**src/rtl/hazard_unit.sv**
```systemverilog
// rtl/hazard_unit.sv - pipeline hazard detection, stall/flush control and operand forwarding
// Optional stall statistics counter enabled by defining HAZARD_STATS_EN.
module hazard_unit (
    input  logic        clk,
    input  logic        rst,
    input  logic        idex_memread,
    input  logic        idex_regwrite,
    input  logic [4:0]  idex_rd,
    input  logic [4:0]  idex_rs1,
    input  logic [4:0]  idex_rs2,
    input  logic [4:0]  ifid_rs1,
    input  logic [4:0]  ifid_rs2,
    input  logic        ifid_uses_rs2,
    input  logic        exmem_regwrite,
    input  logic [4:0]  exmem_rd,
    input  logic        memwb_regwrite,
    input  logic [4:0]  memwb_rd,
    input  logic        branch_taken,
    input  logic        mem_wait,
    output logic        pc_write,
    output logic        ifid_write,
    output logic        idex_write,
    output logic        idex_bubble,
    output logic        ifid_flush,
    output logic [1:0]  forward_a,
    output logic [1:0]  forward_b,
    output logic [1:0]  hazard_state,
    output logic [31:0] stall_count
);

    localparam logic [1:0] ST_RUN      = 2'b00;
    localparam logic [1:0] ST_LU_STALL = 2'b01;
    localparam logic [1:0] ST_FLUSH    = 2'b10;
    localparam logic [1:0] ST_MEM_WAIT = 2'b11;

    localparam logic [1:0] FWD_RF    = 2'b00;
    localparam logic [1:0] FWD_EXMEM = 2'b10;
    localparam logic [1:0] FWD_MEMWB = 2'b01;

    logic [1:0] hazard_state_q;
    logic [1:0] hazard_state_d;
    logic       lu_hit;
    logic       lu_active;

    // The cycle after a load-use stall the load has moved on, so the match is stale.
    always_comb begin
        lu_hit = idex_memread && (idex_rd != 5'd0) &&
                 ((idex_rd == ifid_rs1) || (ifid_uses_rs2 && (idex_rd == ifid_rs2)));
        lu_active = lu_hit && (hazard_state_q != ST_LU_STALL);
    end

    always_comb begin
        pc_write       = 1'b1;
        ifid_write     = 1'b1;
        idex_write     = 1'b1;
        idex_bubble    = 1'b0;
        ifid_flush     = 1'b0;
        hazard_state_d = ST_RUN;
        if (rst) begin
            hazard_state_d = ST_RUN;
        end else if (mem_wait) begin
            pc_write       = 1'b0;
            ifid_write     = 1'b0;
            idex_write     = 1'b0;
            hazard_state_d = ST_MEM_WAIT;
        end else if (branch_taken) begin
            ifid_flush     = 1'b1;
            idex_bubble    = 1'b1;
            hazard_state_d = ST_FLUSH;
        end else if (lu_active) begin
            pc_write       = 1'b0;
            ifid_write     = 1'b0;
            idex_bubble    = 1'b1;
            hazard_state_d = ST_LU_STALL;
        end
    end

    function automatic logic [1:0] fwd_sel(input logic [4:0] rs);
        if (exmem_regwrite && (exmem_rd != 5'd0) && (exmem_rd == rs))
            return FWD_EXMEM;
        else if (memwb_regwrite && (memwb_rd != 5'd0) && (memwb_rd == rs))
            return FWD_MEMWB;
        else
            return FWD_RF;
    endfunction

    always_comb begin
        forward_a = FWD_RF;
        forward_b = FWD_RF;
        if (!rst) begin
            forward_a = fwd_sel(idex_rs1);
            forward_b = fwd_sel(idex_rs2);
        end
    end

    always_ff @(posedge clk) begin
        hazard_state_q <= hazard_state_d;
    end

    assign hazard_state = hazard_state_q;

`ifdef HAZARD_STATS_EN
    logic [31:0] stall_count_q;
    logic [31:0] stall_count_d;

    always_comb begin
        stall_count_d = stall_count_q;
        if (rst)
            stall_count_d = 32'd0;
        else if ((!pc_write || idex_bubble) && (stall_count_q != 32'hFFFF_FFFF))
            stall_count_d = stall_count_q + 32'd1;
    end

    always_ff @(posedge clk) begin
        stall_count_q <= stall_count_d;
    end

    assign stall_count = stall_count_q;
`else
    assign stall_count = 32'd0;
`endif

endmodule

```
**config.mk**
```make
export PLATFORM = sky130hd
export DESIGN_NAME = hazard_unit
export DESIGN_NICKNAME = d
export VERILOG_FILES = /design/src/rtl/hazard_unit.sv
export SDC_FILE = /design/constraint.sdc
export NUM_CORES = 1
export LEC_CHECK = 0
export ABC_CLOCK_PERIOD_IN_PS = 1200
export BUFFER_PORTS_ARGS = -buffer_cell sky130_fd_sc_hd__buf_4
export CORE_ASPECT_RATIO = 0.9
export CORE_MARGIN = 5
export CORE_UTILIZATION = 31
export DETAILED_ROUTE_END_ITERATION = 6
export PLACE_DENSITY = 0.81
export RECOVER_POWER = 100
export SLEW_MARGIN = 20
export SYNTH_ARGS = -nofsm -noshare
export SYNTH_HDL_FRONTEND = slang
export SYNTH_SLANG_ARGS = --single-unit
```
**constraint.sdc**
```tcl
create_clock -name clk -period 1.2 [get_ports clk]
set_input_delay 0.06 -clock clk [delete_from_list [all_inputs] [get_ports clk]]
set_output_delay 0.06 -clock clk [all_outputs]
set_load 0.02 [all_outputs]
```
==> results.json <==
{
  "cts_hold_buf": 0,
  "core.rowCount": 17,
  "synth-seq-cells": 2,
  "filler_cell_count": 227,
  "tritoncts": "yes",
  "p_seq_frac": 0.102,
  "hold_path.class": "primary input to flop",
  "nNetsFinal": 223,
  "yosysWarnings": 0,
  "violations": "setup timing",
  "drt_iter0_drc": 50,
  "setup_violations": 7,
  "seq_area_um2": 41.3,
  "cts.htree.levels": 1,
  "ir_worst_vdd_mv": 0.557,
  "r2r_slack_ns": 0.22,
  "cp.arrival_ns": 1.33,
  "die_h_um": 57.3,
  "cts_made_buffers": 3,
  "end_kind": "primary output",
  "finalCritPeriodShare": 1.16,
  "antenna_cells": 0,
  "min-delay-start": "branch_taken",
  "fin_crit_ns": 1.39,
  "synth_area_um2": 771,
  "clkSinkCount": 2,
  "p_per_area_nw_per_um2": 515,
  "intPower_uw": 428,
  "avgSynthCellArea_um2": 7.71,
  "clock_latency_ns": 0.22,
  "hpwl_um": 2080,
  "grt_overflow": 0,
  "power.share.clock": 0.192,
  "clk_pin_slew_worst_paths_ns": 0.03,
  "synth_top_cell_by_area": "buf_4",
  "finalWorstSetupSlack_ns": -0.190,
  "grt_first_pass_wirelength_um": 3630,
  "drcViolationCount": 0,
  "combPwrFrac": 0.706,
  "io_pins": 87,
  "holdWs_ns": 0.0654,
  "layout_commonest_cell": "buf_4",
  "yosysTopAreaCellShare": 0.321,
  "synthTopCellsByArea": "buf_4 32%, xor2_1 22%, xnor2_1 13%",
  "ys_seq_area_frac": 0.0519,
  "vias_per_cell": 4.17,
  "multiInputGateArea_um2": 686,
  "worstSetupPathType": "primary input to primary output",
  "drv_cap": 0,
  "max_freq_mhz": 720,
  "grt_max_degree": 9,
  "final_core_util": 0.584,
  "worstSetupStartpointType": "primary input",
  "finClkSkew_ns": 0.00279,
  "wirelength_um": 2490,
  "p_leak_nw": 0.694,
  "rsz0062_at_grt": "yes",
  "dp_cells": 198,
  "area_delta_synth_final_pct": 83.6,
  "track_usage": 0.123,
  "place.gp.congestion": 0.824,
  "layout-drive-gt1-share": 0.525,
  "finalMaxSlewViolations": 0,
  "tns_ns": -1.23,
  "antenna_found_initial": 0,
  "core_um2": 2420,
  "reg2reg_from": "hazard_state[0]$_SDFF_PP0_",
  "port_buffers": 53,
  "routed-via-count": 855,
  "start_util": 0.318,
  "yosysUniqueCellTypes": 22,
  "cp_data_required_time_ns": 1.14,
  "routedWlPerCell_um": 12.1,
  "path_max_fanout": 4,
  "layout_common_cells": "57 x buf_4, 32 x conb_1, 18 x xor2_1",
  "hold_viol": 0,
  "first_pass_iters": 2,
  "grt_pass1_vias": 873,
  "swShare": 0.414,
  "crit_start": "exmem_rd[1]",
  "largest_reg_flops": 2,
  "fin_cells": 205,
  "die-area_um2": 3590,
  "cts.path.max_buffers": 2,
  "cts-root-buf": "clkbuf_4",
  "postRouteAntennaNets": 0,
  "die_w_um": 62.6,
  "synth_cells": 100,
  "switchingPower_uw": 302,
  "status": "finished with violations"
}
[layout make-up]
class                   instances  share of cell area
flip-flops and latches          2              0.0292
well taps                      28              0.0248
repair buffers                 77               0.440
multi-input cells              93               0.485
inverters                       2             0.00531
clock buffers                   3              0.0159
[synthesized netlist by cell type, drive strengths merged]
| library cell | n |
|---|---|
| o41ai | 2 |
| xor2 | 19 |
| clkbuf | 1 |
| nor2b | 1 |
| or4 | 5 |
| a32oi | 1 |
| o41a | 1 |
| nand2 | 3 |
| o21ai | 2 |
| xnor2 | 11 |
| nand3 | 2 |
| o221ai | 1 |
| dfxtp | 2 |
| nand2b | 1 |
| nor4 | 5 |
| nor3 | 3 |
| conb | 1 |
| inv | 2 |
| buf | 33 |
| nor2 | 4 |
[per-stage QoR]
| step | setup slack (ns) | power [mW] | cell area, um^2 |
|---|---|---|---|
| floorplan | -0.158 | 0.398 | 951 |
| global placement | -0.238 | 0.532 | 1260 |
| detailed placement | -0.277 | 0.540 | 1260 |
| CTS | -0.196 | 0.729 | 1400 |
| global route | -0.266 | 0.788 | 1420 |
| finish | -0.190 | 0.729 | 1420 |
[repair_timing]
action | 4_1_cts | 5_1_grt
gates resized for setup | 23 | 6
pin swaps | 14 | 4
buffers inserted | 3 | 2
endpoints found under the setup margin | 7 | 8
[worst max-delay path, stage by stage]
cell	delay [ns]
buf_6	0.09
or4_4	0.54
o21ai_4	0.23
buf_4	0.15
buf_6	0.08
nor4_2	0.03
buf_4	0.16
[metal layers]
| metal | wire, um | track usage | vias up |
|---|---|---|---|
| met5 | 0 | 0 | - |
| met4 | 7 | 0.0333 | 0 |
| met3 | 294 | 0.0492 | 2 |
| met2 | 1390 | 0.232 | 45 |
| met1 | 795 | 0.124 | 376 |
| li1 | - | - | 432 |
[power groups by stage]
stage | logic, mW | clock network (mW) | registers (mW)
6_report | 0.515 | 0.140 | 0.0747
5_1_grt | 0.555 | 0.157 | 0.0753
4_1_cts | 0.506 | 0.148 | 0.0749
3_5_place_dp | 0.465 | 0 | 0.0750
3_3_place_gp | 0.458 | 0 | 0.0747
2_1_floorplan | 0.318 | 0 | 0.0797
[worst paths after layout]
check | end | cells after the start
hold reg to reg | hazard_state[0]$_SDFF_PP0_ | 3
hold / removal | hazard_state[0]$_SDFF_PP0_ | 2
setup reg to reg | hazard_state[0]$_SDFF_PP0_ | 4
setup / recovery | forward_a[1] | 7
[cells by family after synthesis]
logic type	Yosys count	synth area share
xor gates and xnor gates	30	0.341
and+or+nand+nor	24	0.188
buffers and inverters	36	0.336
other	1	0.00487
DFF	2	0.0520
AOI/OAI and AO/OA	7	0.0779
Power figures use the tool's default switching activity.
